`config.mk`:
```
export PLATFORM = sky130hd
export DESIGN_NAME = sprite_fetch_flat
export DESIGN_NICKNAME = d
export VERILOG_FILES = /design/src/rtl/sprite_fetch_pkg.sv /design/src/rtl/sprite_fetch_if.sv /design/src/rtl/sprite_fetch.sv /design/src/flat_wrapper.sv
export SDC_FILE = /design/constraint.sdc
export NUM_CORES = 1
export LEC_CHECK = 0
export ABC_AREA = 1
export CAP_MARGIN = 5
export CORE_MARGIN = 2
export CORE_UTILIZATION = 45
export DETAILED_ROUTE_END_ITERATION = 8
export GPL_TIMING_DRIVEN = 0
export PLACE_DENSITY_LB_ADDON = 0.2
export SLEW_MARGIN = 30
export SYNTH_ARGS = -nofsm -noshare
export SYNTH_HDL_FRONTEND = slang
export SYNTH_SLANG_ARGS = --single-unit
```
`constraint.sdc`:
```
create_clock -name clk -period 2.58 [get_ports clk]
set_input_delay 0.516 -clock clk [delete_from_list [all_inputs] [get_ports clk]]
set_output_delay 0.516 -clock clk [all_outputs]
set_load 0.02 [all_outputs]
```
`src/rtl/sprite_fetch_pkg.sv`:
```
// Shared constants, fetch state encoding and sprite-row packing helper for sprite_fetch.
// Optional macro SPRITE_FETCH_CLIP_EN is consumed by sprite_fetch.sv.
package sprite_fetch_pkg;

  localparam int ADDR_W   = 12;
  localparam int MAX_ROWS = 15;
  localparam int SCREEN_W = 64;
  localparam int SCREEN_H = 32;
  localparam int SPRITE_W = 8 * MAX_ROWS;

  typedef enum logic [1:0] {
    ST_IDLE,
    ST_FETCH,
    ST_DRAW,
    ST_DONE
  } fetch_state_t;

  // Row k lands in the k-th byte from the top; the bus is cleared at start so OR is safe.
  function automatic logic [SPRITE_W-1:0] place_row(input logic [SPRITE_W-1:0] bus,
                                                    input logic [3:0]          k,
                                                    input logic [7:0]          b);
    logic [SPRITE_W-1:0] top;
    top = {b, {(SPRITE_W-8){1'b0}}};
    return bus | (top >> {k, 3'b000});
  endfunction

endpackage

```
`src/rtl/sprite_fetch_if.sv`:
```
// Sprite memory read port: request/address held until the memory answers with valid/data.
interface sprite_fetch_if;
  import sprite_fetch_pkg::*;

  logic              mem_req;
  logic [ADDR_W-1:0] mem_addr;
  logic              mem_valid;
  logic [7:0]        mem_rdata;

  modport master (output mem_req, output mem_addr, input mem_valid, input mem_rdata);
  modport slave  (input mem_req, input mem_addr, output mem_valid, output mem_rdata);
endinterface

```
`src/rtl/sprite_fetch.sv`:
```
// DXYN sprite fetcher: reads N bytes at I, packs them MSbyte-first, wraps X/Y, strobes draw.
// Define SPRITE_FETCH_CLIP_EN to clip height (and fetches) at the bottom screen edge.
module sprite_fetch
  import sprite_fetch_pkg::*;
(
  input  logic                clk,
  input  logic                rst_n,
  input  logic                start,
  input  logic [ADDR_W-1:0]   i_addr,
  input  logic [3:0]          n,
  input  logic [7:0]          vx,
  input  logic [7:0]          vy,
  sprite_fetch_if.master      mem,
  output logic [SPRITE_W-1:0] sprite_data,
  output logic [7:0]          height,
  output logic [7:0]          row,
  output logic [7:0]          col,
  output logic                draw,
  output logic                busy,
  output logic                done
);

  fetch_state_t state_q, state_d;

  logic [ADDR_W-1:0]   base_q, base_d;
  logic [3:0]          k_q, k_d;
  logic [3:0]          cnt_q, cnt_d;
  logic [SPRITE_W-1:0] sprite_q, sprite_d;
  logic [7:0]          height_q, height_d;
  logic [7:0]          row_q, row_d;
  logic [7:0]          col_q, col_d;

  logic [7:0] start_row;
  logic [7:0] start_col;
  logic [3:0] fetch_rows;

  assign start_row = vy & 8'(SCREEN_H - 1);
  assign start_col = vx & 8'(SCREEN_W - 1);

`ifdef SPRITE_FETCH_CLIP_EN
  logic [8:0] room;
  // room is 1..SCREEN_H, so whenever it is below n it fits in four bits
  assign room       = 9'(SCREEN_H) - {1'b0, start_row};
  assign fetch_rows = ({5'd0, n} < room) ? n : room[3:0];
`else
  assign fetch_rows = n;
`endif

  always_ff @(posedge clk) begin
    if (!rst_n) state_q <= ST_IDLE;
    else        state_q <= state_d;
  end

  always_comb begin
    state_d = state_q;
    unique case (state_q)
      ST_IDLE:  if (start) state_d = (fetch_rows == 4'd0) ? ST_DONE : ST_FETCH;
      ST_FETCH: if (mem.mem_valid && (k_q + 4'd1 == cnt_q)) state_d = ST_DRAW;
      ST_DRAW:  state_d = ST_DONE;
      ST_DONE:  state_d = ST_IDLE;
      default:  state_d = ST_IDLE;
    endcase
  end

  always_comb begin
    mem.mem_req  = (state_q == ST_FETCH);
    mem.mem_addr = base_q + {{(ADDR_W-4){1'b0}}, k_q};
    draw         = (state_q == ST_DRAW);
    done         = (state_q == ST_DONE);
    busy         = (state_q != ST_IDLE);
  end

  always_comb begin
    base_d   = base_q;
    k_d      = k_q;
    cnt_d    = cnt_q;
    sprite_d = sprite_q;
    height_d = height_q;
    row_d    = row_q;
    col_d    = col_q;
    if (state_q == ST_IDLE && start) begin
      base_d   = i_addr;
      k_d      = 4'd0;
      cnt_d    = fetch_rows;
      sprite_d = '0;
      height_d = {4'd0, fetch_rows};
      row_d    = start_row;
      col_d    = start_col;
    end else if (state_q == ST_FETCH && mem.mem_valid) begin
      sprite_d = place_row(sprite_q, k_q, mem.mem_rdata);
      k_d      = k_q + 4'd1;
    end
  end

  always_ff @(posedge clk) begin
    if (!rst_n) begin
      base_q   <= '0;
      k_q      <= '0;
      cnt_q    <= '0;
      sprite_q <= '0;
      height_q <= '0;
      row_q    <= '0;
      col_q    <= '0;
    end else begin
      base_q   <= base_d;
      k_q      <= k_d;
      cnt_q    <= cnt_d;
      sprite_q <= sprite_d;
      height_q <= height_d;
      row_q    <= row_d;
      col_q    <= col_d;
    end
  end

  assign sprite_data = sprite_q;
  assign height      = height_q;
  assign row         = row_q;
  assign col         = col_q;

endmodule

```
`src/flat_wrapper.sv`:
```
// flat-port wrapper written by rule: the top's interface ports become plain ports
module sprite_fetch_flat import sprite_fetch_pkg::*;
  (clk, rst_n, start, i_addr, n, vx, vy, sprite_data, height, row, col, draw, busy, done, mem_mem_req, mem_mem_addr, mem_mem_valid, mem_mem_rdata);
  sprite_fetch_if mem_i ();
  input  logic clk;
  input  logic rst_n;
  input  logic start;
  input  logic [ADDR_W-1:0] i_addr;
  input  logic [3:0] n;
  input  logic [7:0] vx;
  input  logic [7:0] vy;
  output logic [SPRITE_W-1:0] sprite_data;
  output logic [7:0] height;
  output logic [7:0] row;
  output logic [7:0] col;
  output logic draw;
  output logic busy;
  output logic done;
  output wire logic [$bits(mem_i.mem_req)-1:0] mem_mem_req;
  output wire logic [$bits(mem_i.mem_addr)-1:0] mem_mem_addr;
  input wire logic [$bits(mem_i.mem_valid)-1:0] mem_mem_valid;
  input wire logic [$bits(mem_i.mem_rdata)-1:0] mem_mem_rdata;
  assign mem_mem_req = mem_i.mem_req;
  assign mem_mem_addr = mem_i.mem_addr;
  assign mem_i.mem_valid = mem_mem_valid;
  assign mem_i.mem_rdata = mem_mem_rdata;
  sprite_fetch u_core (.clk(clk), .rst_n(rst_n), .start(start), .i_addr(i_addr), .n(n), .vx(vx), .vy(vy), .mem(mem_i), .sprite_data(sprite_data), .height(height), .row(row), .col(col), .draw(draw), .busy(busy), .done(done));
endmodule
```
==> run metrics <==
worst r2r dst=u_core.sprite_data[82]$_SDFFE_PP0P_; post-route clock period utilization=97.8%; vias in the first global route=5296; number of remaining DRC errors=0; clk_lat worst skew=420 ps; drt wl/cell=15.3 um; static leakage=3.32 nW; worst vdd ir=0.567 mV; Fin. Hold Viols=0; final-report setup violation count=0; Final Skew=6.70 ps; DR pass1 iterations=5; Netlist Area Pre-Place=5830 um2; required time of the critical path=2060 ps; crit path to=mem_mem_addr[10]; die area=13900 um2; Hold Crit Class=reg -> reg; CTS tree=done; most common cell after layout, fill and taps aside=nor2_1; register area share after synthesis=52.5%; largest net degree at the start of global routing=17; Worst Tran Pin Value=501 ps; commonest cells after routing, fill and taps aside=nor2_1 (197), clkdlybuf4s50_1 (178), dfxtp_1 (150), a21oi_1 (135), inv_1 (44); Rel. slew slack=66.4%; DRT antenna net count=0; Worst-path clk slew=60 ps; R2R Path Start=u_core.state_q[0]$_SDFFE_PN0P_; Sink Count=153; Mapped Cells=740; max-slew violations=0; FF-to-FF setup slack=680 ps; maxcap violations=0; # rows=41; Routed WL=17500 um; outcome=complete, no violations; Die Y=118 um; YS warnings=0; synthesized flop and latch total=153; post-DR vias/cell=4.96; DP Area=7970 um2; Unique masters post-synth=27; htree depth=4; CP startpoint=u_core.k_q[0]$_SDFFE_PP0P_; I/O pins=204; Initial Util=46.2%; area of the core=12600 um2; Fillers=1104; Util after Layout=67.9%; Crit path arrival time=2010 ps; fin crit period=2520 ps; initial antenna violation count=0; PwrDens=803 nW/um2; FF+latch area=3070 um2; CP startpoint kind=flop; Die Wd=118 um; CP Capture Type=output pin; clock buffer depth=2; crit path max fanout=3; synthesized area per cell=7.88 um2; P&R area growth vs syn=47.0%; Reg2Reg Depth=9; first-pass GRT wire length=27100 um; Total GRT Usage=24.7%; IO buf count=189; DP HPWL=13000 um; Multi-input gate area=2370 um2; kind of critical path=reg -> out; Remaining Overflow, GRT=0; Diodes inserted=0; Num CTS Buffers=17; Clk Tree Root Cell=clkbuf_16; Hold Buf Count CTS=0; DR iter-0 viols=431; Layout Nets=1012; fmax=396 MHz; DR vias=5668; fin area=8570 um2; RePlAce Congestion=0.830; fraction of layout cells with a size suffix above 1=10.3%
==> per-layer routing <==
metal	vias to the layer above	track usage [%]	wire, um
li1	2823	-	-
met1	2604	31.7	7680
met3	26	8.53	1520
met2	215	39.1	7980
met5	-	0	0
met4	0	7.98	301
==> flip-flops by register name (all words and copies together), names as in the netlist <==
signal	cells
u_core.col	6
u_core.k_q	4
u_core.state_q	2
u_core.base_q	12
u_core.sprite_data	120
u_core.cnt_q	4
u_core.row	5
==> synth_stat cells <==
cell type	count	area share, %
a31oi_1	1	0.11
buf_6	5	0.97
dfxtp_1	153	53
a21oi_1	136	12
nand2_1	39	2.5
inv_1	44	2.8
buf_2	24	2.1
o21ai_2	1	0.15
nor2_1	199	13
nor2_2	1	0.11
nand3b_1	1	0.13
nand2_2	3	0.32
conb_1	1	0.064
clkbuf_1	12	0.77
nor3_1	25	2.1
inv_4	1	0.11
fa_1	1	0.34
ha_1	10	2.1
xor2_1	6	0.90
nand4_1	1	0.11
buf_4	11	1.4
xnor2_1	3	0.45
nand3_1	26	2.2
nor3_2	1	0.17
or2_2	1	0.11
inv_2	2	0.13
o21ai_0	32	2.7
==> worst max-delay path, stage by stage (launching register included) <==
cell     delay, ps
dfxtp_4        350
ha_2           200
fa_2           380
nand3_2         80
nand2_2         80
nand2_1         80
nor2_2          50
nand2_1         70
xnor2_1        130
buf_4          170
==> per-stage QoR <==
step / std cells / setup TNS (ps) / hold slack, ps / power (mW) / setup slack, ps
6_report: 1142 / 0 / 448 / 6.89 / 56.1
5_1_grt: 1142 / -2.14 / 469 / 7.22 / -2.14
4_1_cts: 1142 / 0 / 450 / 6.89 / 4.31
3_5_place_dp: 1109 / -1140 / 441 / 4.56 / -253
3_3_place_gp: 1109 / -805 / 436 / 4.54 / -229
2_1_floorplan: 748 / 0 / 456 / 3.85 / 382
==> cell type report <==
class | count | area share (%)
Clock inverter | 12 | 1.39
Tap cell | 172 | 2.51
Clock buffer | 20 | 5.21
Inverter | 47 | 2.09
Sequential cell | 153 | 35.8
Multi-Input combinational cell | 496 | 27.7
Buffer | 52 | 3.55
Timing Repair Buffer | 190 | 21.8
==> where the power goes <==
part	total (mW)	switching, mW	leakage (nW)	internal (mW)
Sequential	2.65	0.127	1.24	2.53
Combinational	1.87	1.19	1.81	0.687
Clock	2.36	0.996	0.267	1.36
==> worst min path at each step <==
stage	from	end	slack, ps	cells after the start
floorplan	u_core.base_q[9]$_SDFFE_PN0P_	u_core.base_q[9]$_SDFFE_PN0P_	460	2
global placement	u_core.sprite_data[47]$_SDFFE_PP0P_	u_core.sprite_data[47]$_SDFFE_PP0P_	440	2
detailed placement	u_core.sprite_data[45]$_SDFFE_PP0P_	u_core.sprite_data[45]$_SDFFE_PP0P_	440	2
CTS	u_core.sprite_data[45]$_SDFFE_PP0P_	u_core.sprite_data[45]$_SDFFE_PP0P_	450	2
global route	u_core.sprite_data[107]$_SDFFE_PP0P_	u_core.sprite_data[107]$_SDFFE_PP0P_	470	2
finish	u_core.sprite_data[45]$_SDFFE_PP0P_	u_core.sprite_data[45]$_SDFFE_PP0P_	450	2
==> cell families after synthesis <==
group | share of synthesized area (%)
buffers and inverters | 8.28
other | 0.0643
AO/OA/AOI/OAI | 14.7
adder cells (fa/ha/maj) | 2.49
flip-flops | 52.5
AND/OR/NAND/NOR | 20.6
XOR/XNOR | 1.35
==> timing repair <==
| action | in CTS | in global routing |
|---|---|---|
| endpoints found under the setup margin | 11 | 7 |
| setup buffers | 1 | 0 |
| pin swaps | 1 | 2 |
| resized for setup | 43 | 11 |
Note: power is estimated with default switching activity, not from simulation.
